$ cat config.mk
export PLATFORM = sky130hd
export DESIGN_NAME = conv_coef_loader_flat
export DESIGN_NICKNAME = d
export VERILOG_FILES = /design/src/rtl/conv_ctrl_pkg.sv /design/src/rtl/conv_coef_loader_if.sv /design/src/rtl/conv_coef_loader.sv /design/src/flat_wrapper.sv
export SDC_FILE = /design/constraint.sdc
export NUM_CORES = 1
export LEC_CHECK = 0
export ABC_AREA = 0
export CAP_MARGIN = 5
export CORE_UTILIZATION = 41
export CTS_CLUSTER_SIZE = 10
export DETAILED_ROUTE_END_ITERATION = 16
export PLACE_DENSITY_LB_ADDON = 0.05
export RECOVER_POWER = 50
export SYNTH_ARGS = -nofsm -noshare
export SYNTH_HDL_FRONTEND = slang
export SYNTH_SLANG_ARGS = --single-unit
$ cat constraint.sdc
create_clock -name clk -period 1.7 [get_ports clk]
set_input_delay 0.255 -clock clk [delete_from_list [all_inputs] [get_ports clk]]
set_output_delay 0.255 -clock clk [all_outputs]
set_load 0.1 [all_outputs]
$ cat src/rtl/conv_ctrl_pkg.sv
// Shared types and constants for the convolution-core control blocks:
// FSM state encoding and APB bus widths/strobe.
package conv_ctrl_pkg;

  localparam int unsigned APB_ADDR_W = 32;
  localparam int unsigned APB_DATA_W = 32;
  localparam int unsigned APB_STRB_W = APB_DATA_W / 8;

  // Coefficients are always full-word writes
  localparam logic [APB_STRB_W-1:0] APB_STRB_ALL = APB_STRB_W'(4'b1111);

  typedef enum logic [2:0] {
    ST_IDLE   = 3'd0,
    ST_FETCH  = 3'd1,
    ST_SETUP  = 3'd2,
    ST_ACCESS = 3'd3,
    ST_RUN    = 3'd4,
    ST_ERROR  = 3'd5
  } conv_state_e;

endpackage

$ cat src/rtl/conv_coef_loader_if.sv
// APB write-master bus between the coefficient loader and the convolution core.
interface conv_coef_loader_if;
  import conv_ctrl_pkg::*;

  logic                  p_sel;
  logic                  p_ce;
  logic                  p_we;
  logic [APB_ADDR_W-1:0] p_addr;
  logic [APB_DATA_W-1:0] p_wdata;
  logic [APB_STRB_W-1:0] p_strb;
  logic                  p_rdy;

  modport master (
    output p_sel, p_ce, p_we, p_addr, p_wdata, p_strb,
    input  p_rdy
  );

  modport slave (
    input  p_sel, p_ce, p_we, p_addr, p_wdata, p_strb,
    output p_rdy
  );

endinterface

$ cat src/rtl/conv_coef_loader.sv
// Copies CONV_CORE_DEPTH coefficients from a local memory into the convolution
// core over APB, then enables the core; bounded wait on each APB access.
module conv_coef_loader
  import conv_ctrl_pkg::*;
#(
  parameter int unsigned           CONV_CORE_DEPTH = 256,
  parameter logic [APB_ADDR_W-1:0] APB_BASE_ADDR   = '0,
  parameter int unsigned           TIMEOUT_CYCLES  = 1024
) (
  input  logic                               clk,
  input  logic                               rst,
  input  logic                               start,
  input  logic                               stop,
  output logic [$clog2(CONV_CORE_DEPTH)-1:0] coef_addr,
  output logic                               coef_rd,
  input  logic [APB_DATA_W-1:0]              coef_data,
  conv_coef_loader_if.master                 apb,
  output logic                               data_enable,
  output logic                               busy,
  output logic                               done,
  output logic                               error
);

  localparam int unsigned IDX_W  = $clog2(CONV_CORE_DEPTH);
  localparam int unsigned WAIT_W = $clog2(TIMEOUT_CYCLES + 1);

  localparam logic [IDX_W-1:0]  IDX_LAST  = IDX_W'(CONV_CORE_DEPTH - 1);
  localparam logic [WAIT_W-1:0] WAIT_LAST = WAIT_W'(TIMEOUT_CYCLES - 1);

  conv_state_e           state_q, state_d;
  logic [IDX_W-1:0]      idx_q, idx_d;
  logic [WAIT_W-1:0]     wait_q, wait_d;
  logic [IDX_W-1:0]      coef_addr_q, coef_addr_d;
  logic                  coef_rd_q, coef_rd_d;
  logic                  p_sel_q, p_sel_d;
  logic                  p_ce_q, p_ce_d;
  logic                  p_we_q, p_we_d;
  logic [APB_ADDR_W-1:0] p_addr_q, p_addr_d;
  logic [APB_DATA_W-1:0] p_wdata_q, p_wdata_d;
  logic                  data_enable_q, data_enable_d;
  logic                  busy_q, busy_d;
  logic                  done_q, done_d;
  logic                  error_q, error_d;

  // State, index, timeout counter and all registered outputs
  always_ff @(posedge clk) begin
    if (rst) begin
      state_q       <= ST_IDLE;
      idx_q         <= '0;
      wait_q        <= '0;
      coef_addr_q   <= '0;
      coef_rd_q     <= 1'b0;
      p_sel_q       <= 1'b0;
      p_ce_q        <= 1'b0;
      p_we_q        <= 1'b0;
      p_addr_q      <= '0;
      p_wdata_q     <= '0;
      data_enable_q <= 1'b0;
      busy_q        <= 1'b0;
      done_q        <= 1'b0;
      error_q       <= 1'b0;
    end else begin
      state_q       <= state_d;
      idx_q         <= idx_d;
      wait_q        <= wait_d;
      coef_addr_q   <= coef_addr_d;
      coef_rd_q     <= coef_rd_d;
      p_sel_q       <= p_sel_d;
      p_ce_q        <= p_ce_d;
      p_we_q        <= p_we_d;
      p_addr_q      <= p_addr_d;
      p_wdata_q     <= p_wdata_d;
      data_enable_q <= data_enable_d;
      busy_q        <= busy_d;
      done_q        <= done_d;
      error_q       <= error_d;
    end
  end

  // Next-state logic; outputs are decoded from the next state so they line up
  // with the state they describe.
  always_comb begin
    state_d       = state_q;
    idx_d         = idx_q;
    wait_d        = wait_q;
    coef_addr_d   = coef_addr_q;
    p_addr_d      = p_addr_q;
    p_wdata_d     = p_wdata_q;
    error_d       = error_q;
    coef_rd_d     = 1'b0;
    p_sel_d       = 1'b0;
    p_ce_d        = 1'b0;
    p_we_d        = 1'b0;
    data_enable_d = 1'b0;
    busy_d        = 1'b0;
    done_d        = 1'b0;

    unique case (state_q)
      ST_IDLE, ST_RUN, ST_ERROR: begin
        if (start) begin
          idx_d   = '0;
          error_d = 1'b0;
          state_d = ST_FETCH;
        end else if (stop && (state_q == ST_RUN)) begin
          state_d = ST_IDLE;
        end
      end
      ST_FETCH: begin
        // Memory answers the FETCH strobe by the end of the cycle
        p_wdata_d = coef_data;
        p_addr_d  = APB_BASE_ADDR + APB_ADDR_W'(idx_q);
        state_d   = ST_SETUP;
      end
      ST_SETUP: begin
        wait_d  = '0;
        state_d = ST_ACCESS;
      end
      ST_ACCESS: begin
        if (apb.p_rdy) begin
          if (idx_q == IDX_LAST) begin
            state_d = ST_RUN;
          end else if (stop) begin
            state_d = ST_IDLE;
          end else begin
            idx_d   = idx_q + IDX_W'(1);
            state_d = ST_FETCH;
          end
        end else if (wait_q == WAIT_LAST) begin
          error_d = 1'b1;
          state_d = ST_ERROR;
        end else begin
          wait_d = wait_q + WAIT_W'(1);
        end
      end
      default: begin
        state_d = ST_IDLE;
      end
    endcase

    if (state_d == ST_FETCH) begin
      coef_addr_d = idx_d;
    end

    coef_rd_d     = (state_d == ST_FETCH);
    p_sel_d       = (state_d == ST_SETUP) || (state_d == ST_ACCESS);
    p_ce_d        = (state_d == ST_ACCESS);
    p_we_d        = p_sel_d;
    busy_d        = (state_d == ST_FETCH) || p_sel_d;
    data_enable_d = (state_d == ST_RUN);
    done_d        = (state_d == ST_RUN) && (state_q != ST_RUN);
  end

  assign coef_addr   = coef_addr_q;
  assign coef_rd     = coef_rd_q;
  assign apb.p_sel   = p_sel_q;
  assign apb.p_ce    = p_ce_q;
  assign apb.p_we    = p_we_q;
  assign apb.p_addr  = p_addr_q;
  assign apb.p_wdata = p_wdata_q;
  assign apb.p_strb  = APB_STRB_ALL;
  assign data_enable = data_enable_q;
  assign busy        = busy_q;
  assign done        = done_q;
  assign error       = error_q;

endmodule

$ cat src/flat_wrapper.sv
// flat-port wrapper written by rule: the top's interface ports become plain ports
module conv_coef_loader_flat import conv_ctrl_pkg::*;
#(
  parameter int unsigned           CONV_CORE_DEPTH = 256,
  parameter logic [APB_ADDR_W-1:0] APB_BASE_ADDR   = '0,
  parameter int unsigned           TIMEOUT_CYCLES  = 1024
)
  (clk, rst, start, stop, coef_addr, coef_rd, coef_data, data_enable, busy, done, error, apb_p_sel, apb_p_ce, apb_p_we, apb_p_addr, apb_p_wdata, apb_p_strb, apb_p_rdy);
  conv_coef_loader_if apb_i ();
  input  logic clk;
  input  logic rst;
  input  logic start;
  input  logic stop;
  output logic [$clog2(CONV_CORE_DEPTH)-1:0] coef_addr;
  output logic coef_rd;
  input  logic [APB_DATA_W-1:0] coef_data;
  output logic data_enable;
  output logic busy;
  output logic done;
  output logic error;
  output wire logic [$bits(apb_i.p_sel)-1:0] apb_p_sel;
  output wire logic [$bits(apb_i.p_ce)-1:0] apb_p_ce;
  output wire logic [$bits(apb_i.p_we)-1:0] apb_p_we;
  output wire logic [$bits(apb_i.p_addr)-1:0] apb_p_addr;
  output wire logic [$bits(apb_i.p_wdata)-1:0] apb_p_wdata;
  output wire logic [$bits(apb_i.p_strb)-1:0] apb_p_strb;
  input wire logic [$bits(apb_i.p_rdy)-1:0] apb_p_rdy;
  assign apb_p_sel = apb_i.p_sel;
  assign apb_p_ce = apb_i.p_ce;
  assign apb_p_we = apb_i.p_we;
  assign apb_p_addr = apb_i.p_addr;
  assign apb_p_wdata = apb_i.p_wdata;
  assign apb_p_strb = apb_i.p_strb;
  assign apb_i.p_rdy = apb_p_rdy;
  conv_coef_loader #(.CONV_CORE_DEPTH(CONV_CORE_DEPTH), .APB_BASE_ADDR(APB_BASE_ADDR), .TIMEOUT_CYCLES(TIMEOUT_CYCLES)) u_core (.clk(clk), .rst(rst), .start(start), .stop(stop), .coef_addr(coef_addr), .coef_rd(coef_rd), .coef_data(coef_data), .apb(apb_i), .data_enable(data_enable), .busy(busy), .done(done), .error(error));
endmodule
# After elaboration in Yosys (flattened, before gate mapping)
# Index checks and enable logic that the tools add are counted.
# op_classes
addsub	2
n_eq_ne	16
muxes	19
n_reduce_logical	10
# ops
op	n
$mux W8	4
$mux W11	2
$pmux W11 S2	1
$pmux W8 S2	1
$mux W3	5
$eq A3 B2 Y1 const B	4
$pmux W3 S4	1
$add A11 B1 Y11 const B	1
$eq A11 B10 Y1 const B	1
$eq A3 B3 Y1 const B	3
$add A8 B1 Y8 const B	1
$eq A8 B8 Y1 const B	1
$eq A3 B1 Y1 const B	2
$ne A2 B2 Y1 const B	3
$mux W1	4
$reduce_and A4 Y1	1
$reduce_bool A2 Y1	2
$logic_not A3 Y1	1
$ne A3 B3 Y1 const B	1
$reduce_and A3 Y1	1
$reduce_or A3 Y1	1
$logic_and A1 B1 Y1	2
$logic_or A1 B1 Y1	2
$ne A2 B1 Y1 const B	1
$pmux W1 S2	1
# totals
ff_bits	77
inputBits	37
output_inout_bits	84
wordCells	60

# Depth between registers and ports, before layout
# Gate-level depths: netlist of the first run.
# depth
depth_word	8
ltp_mapped	8
ltp_nobuf	5

# Least setup slack after synthesis of the first run
# OpenSTA, ideal clock, no wires.
# synth_timing
path_type	reg2reg
from	reg u_core.wait_q[0]
to	reg u_core.p_ce_q, in the netlist u_core.apb.p_ce
setup_ns	0.115
t_arrival_ns	1.555
required_time_ns	1.585
slack_ns	0.030
stages_incl_launch_ff	7
path_buffers	1
synth_period_minus_slack_ns	1.670
path_cell_list	dfxtp_1 -> ha_1 -> inv_1 -> o41ai_4 -> buf_6 -> a31oi_4 -> and2_1
# synth_between
elab_chain_cells	5
# synth_lines
item	line_no	rtl
from (decl)	conv_coef_loader.sv:32	logic [WAIT_W-1:0] wait_q, wait_d;
from (signal assigned)	conv_coef_loader.sv:65	wait_q <= wait_d;
$eq A11 B10 Y1	conv_coef_loader.sv:128	end else if (wait_q == WAIT_LAST) begin
$mux W3	conv_coef_loader.sv:128	
$mux W3	conv_coef_loader.sv:119	if (apb.p_rdy) begin
$pmux W3 S4	conv_coef_loader.sv:98	unique case (state_q)
$eq A3 B2 Y1	conv_coef_loader.sv:146	p_ce_d = (state_d == ST_ACCESS);
to (signal assigned)	conv_coef_loader.sv:69	p_ce_q <= p_ce_d;
to (decl)	conv_coef_loader.sv:36	logic p_ce_q, p_ce_d;
# No other way between the ends.
# A chain may end at the register's enable or synchronous reset.

# Worst setup path after layout of the first run
# layout_timing
from	reg u_core.state_q[2]
to	reg u_core.wait_q[3]
# layout_between
elab_chain_cells	3
word_cells_on_any_way	7
classes_between	eq/ne (4); mux (1); reduce/logical (2)
# layout_lines
item	line_no	rtl
from (decl)	conv_coef_loader.sv:30	conv_state_e state_q, state_d;
from (signal assigned)	conv_coef_loader.sv:63	state_q <= state_d;
$eq A3 B2 Y1	conv_coef_loader.sv:98	
$ne A2 B2 Y1 (no source line) / $reduce_bool A2 Y1 (equally long branches)	--	
$reduce_and A3 Y1 (no source line)	--	
# Parallel ways exist; a longest one is shown, timed or not.

==> metrics.cfg, run 1 <==
[job]
drv_cap=0

[critical_path]
cp_max_fo=9
cp_slowest_stage_delay_ps=380
start_kind=register
cp_data_required_time_ps=1980
crit_arrival_ps=1920
critPathCaptureType=register
worstSetupPathType=register to register
cp_common_cell=buf_4
rr_startpoint=u_core.state_q[2]$_SDFF_PP0_
reg2reg_slack_ps=60
path_cells=and4bb_4, o41ai_4, buf_4, buf_4, or3_1, a21oi_2
r2r_cells=6
reg2reg_to=u_core.wait_q[3]$_SDFFE_PP0P_
slowest_stage=dfxtp_4

[route]
vias_per_cell=4.97
wl_per_cell_um=14.5
finalWirelength_mm=9.61
drc=0
drt_iter0_markers=141
ant_nets=0
num_vias=3292
first_pass_iters=4

[cts]
clock_path_buffers=2
clock-root-buffer=clkbuf_8
clk_latency_ps=350
clock_sink_count=77
ctsHtreeMaxLevel=3
numCtsBuffers=9
clk_pin_slew_ps=80
hold_buffers=0
tritoncts=yes

[sta]
hold_viol=0
tightest_slew_ps=571
skew_ps=10.7
timing.slew.headroom_pct=62.1
fin_ws_ps=61.6
setup_viol=0
fin_crit_sh_pct=96.4
clock.fmax_ghz=0.610
finalMaxSlewViolations=0
period_minus_slack_ps=1640

[cells_and_area]
diodes=0
fin_area_um2=4720
layout_common_cells=nand2_1 (96), dfxtp_1 (75), a21oi_1 (59), clkbuf_2 (56), buf_4 (51)
drive_gt1_share_pct=26.4
area_growth_syn_to_layout_pct=34.2
fin_nets=591
final_common_cell=nand2_1

[power_and_ir_drop]
sw_frac_of_total_pct=44.2
p_comb_share_pct=39.1
leakage_nw=1.90
p_sw_mw=2.64
clock_power_share_pct=26.7
p_int_mw=3.33
p_seq_share_pct=34.2
power_density_nw_per_um2=1260
peakVddDrop_uv=670

[global_route]
track_usage_pct=21.2
grt_pass1_wl_mm=14.6
antenna_found_initial=0
first_global_vias=2996
grt_max_degree=55
overflow=0

[outcome]
status=complete, no violations

[floorplan]
die_area_um2=8960
start_util_pct=42.6
die_w_um=94.7
coreArea_um2=8260
io_pins=121
rows=33
die_h_um=94.7

[placed_design]
preCtsSetupSlack_ps=-270
hpwl_mm=6.96
gp_congestion=0.865
placed_cell_area_um2=5270
port_buffers=92

[synthesis]
synthFlopType=dfxtp_1
yosysUniqueCellTypes=58
synthArstFlopShare_pct=0
synth_top_area_share_pct=43.8
synth_edf_count=0
yosys.area.top_type=dfxtp_1
ys_ff_latch=77
yosys-top-cells-area=dfxtp_1 (44%), nand2_1 (10%), a21oi_1 (8.8%)
ys_warn_count=0
syn_avg_cell_area_um2=8.26
syn_inst=426
ys_seq_area_share_pct=43.8
netlist_area_um2=3520

[worst_hold_path]
min_path_cells=2
min_to=u_core.state_q[0]$_SDFF_PP0_
min_from=rst
hold_path.class=input port to register

-- area by class of cell --
cell class | count | area (µm²)
clock buffers | 11 | 151
clock inverters | 5 | 81.3
fillers | 797 | 3530
inverters | 6 | 22.5
multi-input cells | 312 | 1730
flip-flops and latches | 77 | 1550
well taps | 105 | 131
repair buffers | 146 | 1060
-- stage by stage --
stage / TNS (ps) / cells / util (%) / power (mW) / hold WS (ps)
after floorplan: 0 / 452 / - / 3.94 / 391
after global placement: -3220 / 642 / 63.8 / 4.90 / 479
after detailed placement: -3390 / 642 / 63.8 / 4.92 / 485
after CTS: 0 / 661 / 67.0 / 6.53 / 240
after global routing: -7.82 / 662 / 57.2 / 6.21 / 275
final: 0 / 662 / 57.2 / 5.96 / 252
-- power by group through the flow --
stage               registers (mW)  clock network [mW]  logic (mW)
detailed placement            2.16                   0        2.76
global route                  2.06                1.71        2.45
floorplan                     3.06                   0       0.887
global placement              2.15                   0        2.74
finish                        2.04                1.59        2.33
CTS                           2.12                1.63        2.77
-- sequential cells by signal, indices dropped and copies added, names as in the netlist, 3 cells and up --
signal and cells:
u_core.apb.p_addr 8, u_core.apb.p_wdata 32, u_core.coef_addr 8, u_core.idx_q 8, u_core.state_q 3, u_core.wait_q 11
-- worst max-delay path, delay by kind of cell (launching register included) --
family / cells / cell delay (ps)
compound gates: 2 / 200
buf+inv: 2 / 290
flops: 1 / 380
simple gates: 2 / 700
-- repair_timing --
item,in CTS,in global routing
gates resized for setup,3,9
buffers inserted,3,1
pin swaps,2,3
endpoints found under the setup margin,16,14
-- Yosys cell counts (all sizes together) (6+ instances only) --
library cell	n
nand3	17
inv	6
clkbuf	11
nand2	97
o21ai	10
nor2	12
dfxtp	77
a31oi	6
or3	9
buf	46
nor3	6
a21oi	62
o211ai	6
-- worst max-delay path by stage --
stage                                  startpoint                            end  slack [ps]
finish               u_core.state_q[2]$_SDFF_PP0_  u_core.wait_q[3]$_SDFFE_PP0P_          60
global route         u_core.state_q[2]$_SDFF_PP0_  u_core.wait_q[3]$_SDFFE_PP0P_          -6
CTS                    u_core.idx_q[1]$_SDFF_PP0_      u_core.coef_rd$_SDFF_PP0_           5
detailed placement                      apb_p_rdy  u_core.wait_q[9]$_SDFFE_PP0P_        -270
global placement                        apb_p_rdy  u_core.wait_q[9]$_SDFFE_PP0P_        -250
floorplan           u_core.wait_q[0]$_SDFFE_PP0P_     u_core.apb.p_ce$_SDFF_PP0_          30
-- metal layers --
layer / vias up / track usage [%] / wire length, µm / part of all wire, %
met3: 15 / 3.14 / 341 / 3.5
met1: 1541 / 26.9 / 4280 / 45
met2: 65 / 35.6 / 4810 / 50
met4: 0 / 9.22 / 183 / 1.9
met5: - / 0 / 0 / 0
li1: 1671 / - / - / -
-- kinds of logic (layout without fill, tap and decap cells) --
| logic type | Yosys count | after routing | synth area share [%] |
|---|---|---|---|
| AND/OR/NAND/NOR | 175 | 175 | 24.1 |
| AO/OA/AOI/OAI | 101 | 101 | 18.7 |
| flip-flops | 77 | 77 | 43.8 |
| buffers and inverters | 63 | 168 | 10.9 |
| XOR/XNOR | 3 | 3 | 0.746 |
| multiplexers | 3 | 3 | 0.853 |
| adder cells (fa/ha/maj) | 2 | 2 | 0.711 |
| other | 2 | 28 | 0.213 |
Power figures use the tool's default switching activity.
==> inputs of run 2 (changes only) <==
CORE_ASPECT_RATIO = 0.7   (was not set)
==> metrics.cfg, run 2 (synthesized netlist as in run 1, its figures left out) <==
[cells_and_area]
area_growth_syn_to_layout_pct=36.3
largest_register_ffs=32
diodes=0
layout_common_cells=nand2_1 (96), dfxtp_1 (75), a21oi_1 (62), clkbuf_2 (56), buf_4 (50)
fin_nets=590
n_fill_cell=761
fin_cells=657
final_common_cell=nand2_1
drive_gt1_share_pct=25.9
fin_area_um2=4800

[floorplan]
rows=27
die_w_um=113
die_h_um=79.5
io_pins=121
coreArea_um2=8070
die_area_um2=8970
start_util_pct=43.6

[cts]
tritoncts=yes
hold_buffers=0
ctsHtreeMaxLevel=3
numCtsBuffers=9
clock_path_buffers=2
clock-root-buffer=clkbuf_16
clk_pin_slew_ps=60
clock_sink_count=77
clk_latency_ps=340

[route]
finalWirelength_mm=9.56
drt_iter0_markers=200
vias_per_cell=5.11
ant_nets=0
first_pass_iters=4
wl_per_cell_um=14.5
num_vias=3357
drc=0

[sta]
rsz0062_at_grt=yes
timing.slew.headroom_pct=61.8
clock.fmax_ghz=0.617
fin_ws_ps=79.8
period_minus_slack_ps=1620
tightest_slew_ps=575
skew_ps=6.85
setup_tns_ps=0
setup_viol=0
fin_crit_sh_pct=95.3
hold_viol=0
finalMaxSlewViolations=0

[global_route]
track_usage_pct=22.4
antenna_found_initial=0
overflow=0
first_global_vias=3190
grt_max_degree=49
grt_pass1_wl_mm=15.4

[critical_path]
crit_buf_inv=1
reg2reg_slack_ps=80
slowest_stage=dfxtp_2
path_cells=and4bb_4, o41ai_4, buf_12, a2111oi_4, mux2i_1
worstSetupPathType=register to register
cp_slowest_stage_delay_ps=410
cp_top_family=compound AO/OA/AOI/OAI gates
cp_data_required_time_ps=1970
start_kind=register
critPathCaptureType=register
cp_max_fo=9
crit_arrival_ps=1890

[placed_design]
placed_cell_area_um2=5270
hpwl_mm=7.05
port_buffers=92
preCtsSetupSlack_ps=-279
dp_cells=639
gp_congestion=0.887

[power_and_ir_drop]
finalPower_mw=6.42
peakVddDrop_uv=870
power_density_nw_per_um2=1340
leakage_nw=1.96

[job]
drv_cap=0

[worst_hold_path]
hold_path.class=input port to register

[outcome]
status=complete, no violations

[run 2: changes by cell type in the layout (fill, tap and decap cells not counted), sizes merged]
cell | previous run | this run
clkbuf | 68 | 65
clkinv | 1 | 3
clkdlybuf4s50 | 35 | 34
dlymetal6s2s | 0 | 1
[run 2: where the power goes]
| part | total (mW) | leakage [nW] | internal (mW) | switching (mW) |
|---|---|---|---|---|
| sequential | 2.05 | 0.626 | 1.96 | 0.0914 |
| clock | 2.07 | 0.156 | 1.29 | 0.779 |
| combinational | 2.30 | 1.17 | 0.453 | 1.85 |
| total | 6.42 | 1.96 | 3.71 | 2.72 |
[run 2: repair_timing]
| action | CTS | global route |
|---|---|---|
| resized for setup | 2 | 6 |
| cloned | 0 | 0 |
| endpoints found under the hold margin | 0 | 0 |
| pin swaps | 2 | 2 |
| endpoints found under the setup margin | 5 | 6 |
| buffers inserted | 1 | 1 |
[run 2: path summary, 6_finish.rpt]
path	start	to	depth (start not counted)
max	u_core.state_q[0]$_SDFF_PP0_	u_core.wait_q[9]$_SDFFE_PP0P_	5
min	rst	u_core.state_q[0]$_SDFF_PP0_	2
max reg2reg	u_core.state_q[0]$_SDFF_PP0_	u_core.wait_q[9]$_SDFFE_PP0P_	5
min reg2reg	u_core.apb.p_wdata[15]$_SDFFE_PP0P_	u_core.apb.p_wdata[15]$_SDFFE_PP0P_	2
[run 2: metal layers]
layer	track usage, %	vias up	wire length, µm	share of wire, %
met1	27.2	1535	4260	45
met4	6.93	0	102	1.1
li1	-	1671	-	-
met5	0	-	0	0
met3	11.7	10	1140	12
met2	34.1	141	4060	42
[run 2: final cells by class]
| cell class | count | area (µm²) | share of cell area [%] |
|---|---|---|---|
| Inverter | 6 | 22.5 | 0.469 |
| Tap cell | 101 | 126 | 2.63 |
| Multi-Input combinational cell | 312 | 1710 | 35.6 |
| Sequential cell | 77 | 1540 | 32.2 |
| Clock inverter | 7 | 98.8 | 2.06 |
| Timing Repair Buffer | 145 | 1070 | 22.4 |
| Clock buffer | 9 | 225 | 4.69 |
[run 2: worst reg2reg max path, stage by stage, from the launching register on]
cell and delay (ps):
dfxtp_2 410, and4bb_4 290, o41ai_4 100, buf_12 150
a2111oi_4 360, mux2i_1 230
[run 2: through the flow]
stage,hold slack [ps],util (%)
after floorplan,391,-
after global placement,479,65.2
after detailed placement,483,65.2
after CTS,284,69.5
after global routing,303,59.4
final,300,59.4
==> inputs of run 3 (changes only) <==
SKIP_LAST_GASP = 1   (was not set)
==> metrics.cfg, run 3 (synthesized netlist as in run 1, its figures left out) <==
[cts]
clock_sink_count=77
tritoncts=yes
clk_latency_ps=340
clock-root-buffer=clkbuf_16
numCtsBuffers=9
clock_path_buffers=2
ctsHtreeMaxLevel=3
hold_buffers=0
clk_pin_slew_ps=60

[floorplan]
die_w_um=113
rows=27
die_h_um=79.5
coreArea_um2=8070
die_area_um2=8970
start_util_pct=43.6
io_pins=121

[cells_and_area]
layout_common_cells=nand2_1 (96), dfxtp_1 (75), a21oi_1 (62), clkbuf_2 (56), buf_4 (48)
drive_gt1_share_pct=25.8
multi_input_area_um2=1720
fin_cells=656
diodes=0
fin_nets=589
area_growth_syn_to_layout_pct=36.3
layout.area.seq_um2=1540
final_common_cell=nand2_1
postLayoutCoreUtil_pct=59.4
largest_register_ffs=32
n_fill_cell=760

[global_route]
met2_usage_pct=34.1
antenna_found_initial=0
grt_max_degree=49
first_global_vias=3191
grt_pass1_wl_mm=15.4
track_usage_pct=22.4
busiest_layer=met2
use_met3_pct=11.6
use_met1_pct=27.3
overflow=0

[worst_hold_path]
hold_path.class=input port to register
min_to=u_core.state_q[0]$_SDFF_PP0_
min_from=rst
min_path_cells=2

[placed_design]
hpwl_mm=7.05
dp_cells=639
preCtsSetupSlack_ps=-279
port_buffers=92
gp_congestion=0.887

[critical_path]
reg2reg_to=u_core.wait_q[9]$_SDFFE_PP0P_
critPathCaptureType=register
start_kind=input port
reg2reg_slack_ps=40
rr_startpoint=u_core.state_q[2]$_SDFF_PP0_
crit_arrival_ps=1970
cp_data_required_time_ps=1960
cp_max_fo=8
worstSetupPathType=input port to register
r2r_cells=5

[sta]
setup_viol=1
hold_slack_ps=295
clock.fmax_ghz=0.586
timing.slew.headroom_pct=61.8
tightest_slew_ps=575
fin_ws_ps=-7.19
skew_ps=5.32
finalMaxSlewViolations=0
rsz0062_at_grt=yes
fin_crit_sh_pct=100
hold_viol=0
period_minus_slack_ps=1710

[route]
first_pass_iters=4
finalWirelength_mm=9.57
drt_iter0_markers=194
vias_per_cell=5.09
wl_per_cell_um=14.6
num_vias=3342
drc=0
ant_nets=0

[outcome]
violations=setup timing
status=finished, violations left

[power_and_ir_drop]
power_density_nw_per_um2=1340
peakVddDrop_uv=869
leakage_nw=1.94
finalPower_mw=6.41

[job]
drv_cap=0

## run 3: repair_timing
item                                   4_1_cts  5_1_grt
setup endpoints to repair                    5        8
buffers inserted                             1        0
pin swaps                                    1        2
gates resized for setup                      0        9
endpoints found under the hold margin        0        0
## run 3: how the worst max path moves through the flow
stage,start,to,slack [ps],depth (start not counted)
floorplan,u_core.wait_q[0]$_SDFFE_PP0P_,u_core.apb.p_ce$_SDFF_PP0_,30,6
global placement,apb_p_rdy,u_core.wait_q[9]$_SDFFE_PP0P_,-180,5
detailed placement,apb_p_rdy,u_core.wait_q[9]$_SDFFE_PP0P_,-280,5
CTS,u_core.state_q[0]$_SDFF_PP0_,u_core.wait_q[9]$_SDFFE_PP0P_,-20,5
global route,apb_p_rdy,u_core.wait_q[9]$_SDFFE_PP0P_,-50,6
finish,apb_p_rdy,u_core.wait_q[9]$_SDFFE_PP0P_,-7,6
## run 3: where the power goes
group | switching [mW] | internal (mW) | leakage (nW) | total, mW
Sequential | 0.0917 | 1.96 | 0.626 | 2.05
Combinational | 1.85 | 0.447 | 1.16 | 2.30
Clock | 0.776 | 1.29 | 0.156 | 2.07
## run 3: stage by stage
stage | TNS, ps | area, µm²
floorplan | 0 | 3620
global placement | -1520 | 5270
detailed placement | -3760 | 5270
CTS | -23.8 | 5610
global route | -273 | 4800
finish | -7.19 | 4800
## run 3: layout make-up
cell class / count / share of cell area, %
Clock inverter: 7 / 2.06
Inverter: 6 / 0.469
Multi-Input combinational cell: 312 / 35.9
Tap cell: 101 / 2.63
Clock buffer: 9 / 4.69
Timing Repair Buffer: 144 / 22.1
Sequential cell: 77 / 32.2
## run 3: worst max-delay path: stages
cell and delay, ps:
clkdlybuf4s50_1 480, and4bb_4 380, o41ai_4 110, buf_12 150, a2111oi_4 360, mux2i_1 230
## run 3: per-layer routing
| layer | wire length, µm | vias up |
|---|---|---|
| li1 | - | 1657 |
| met1 | 4250 | 1534 |
| met3 | 1100 | 12 |
| met5 | 0 | - |
| met2 | 4080 | 139 |
| met4 | 127 | 0 |
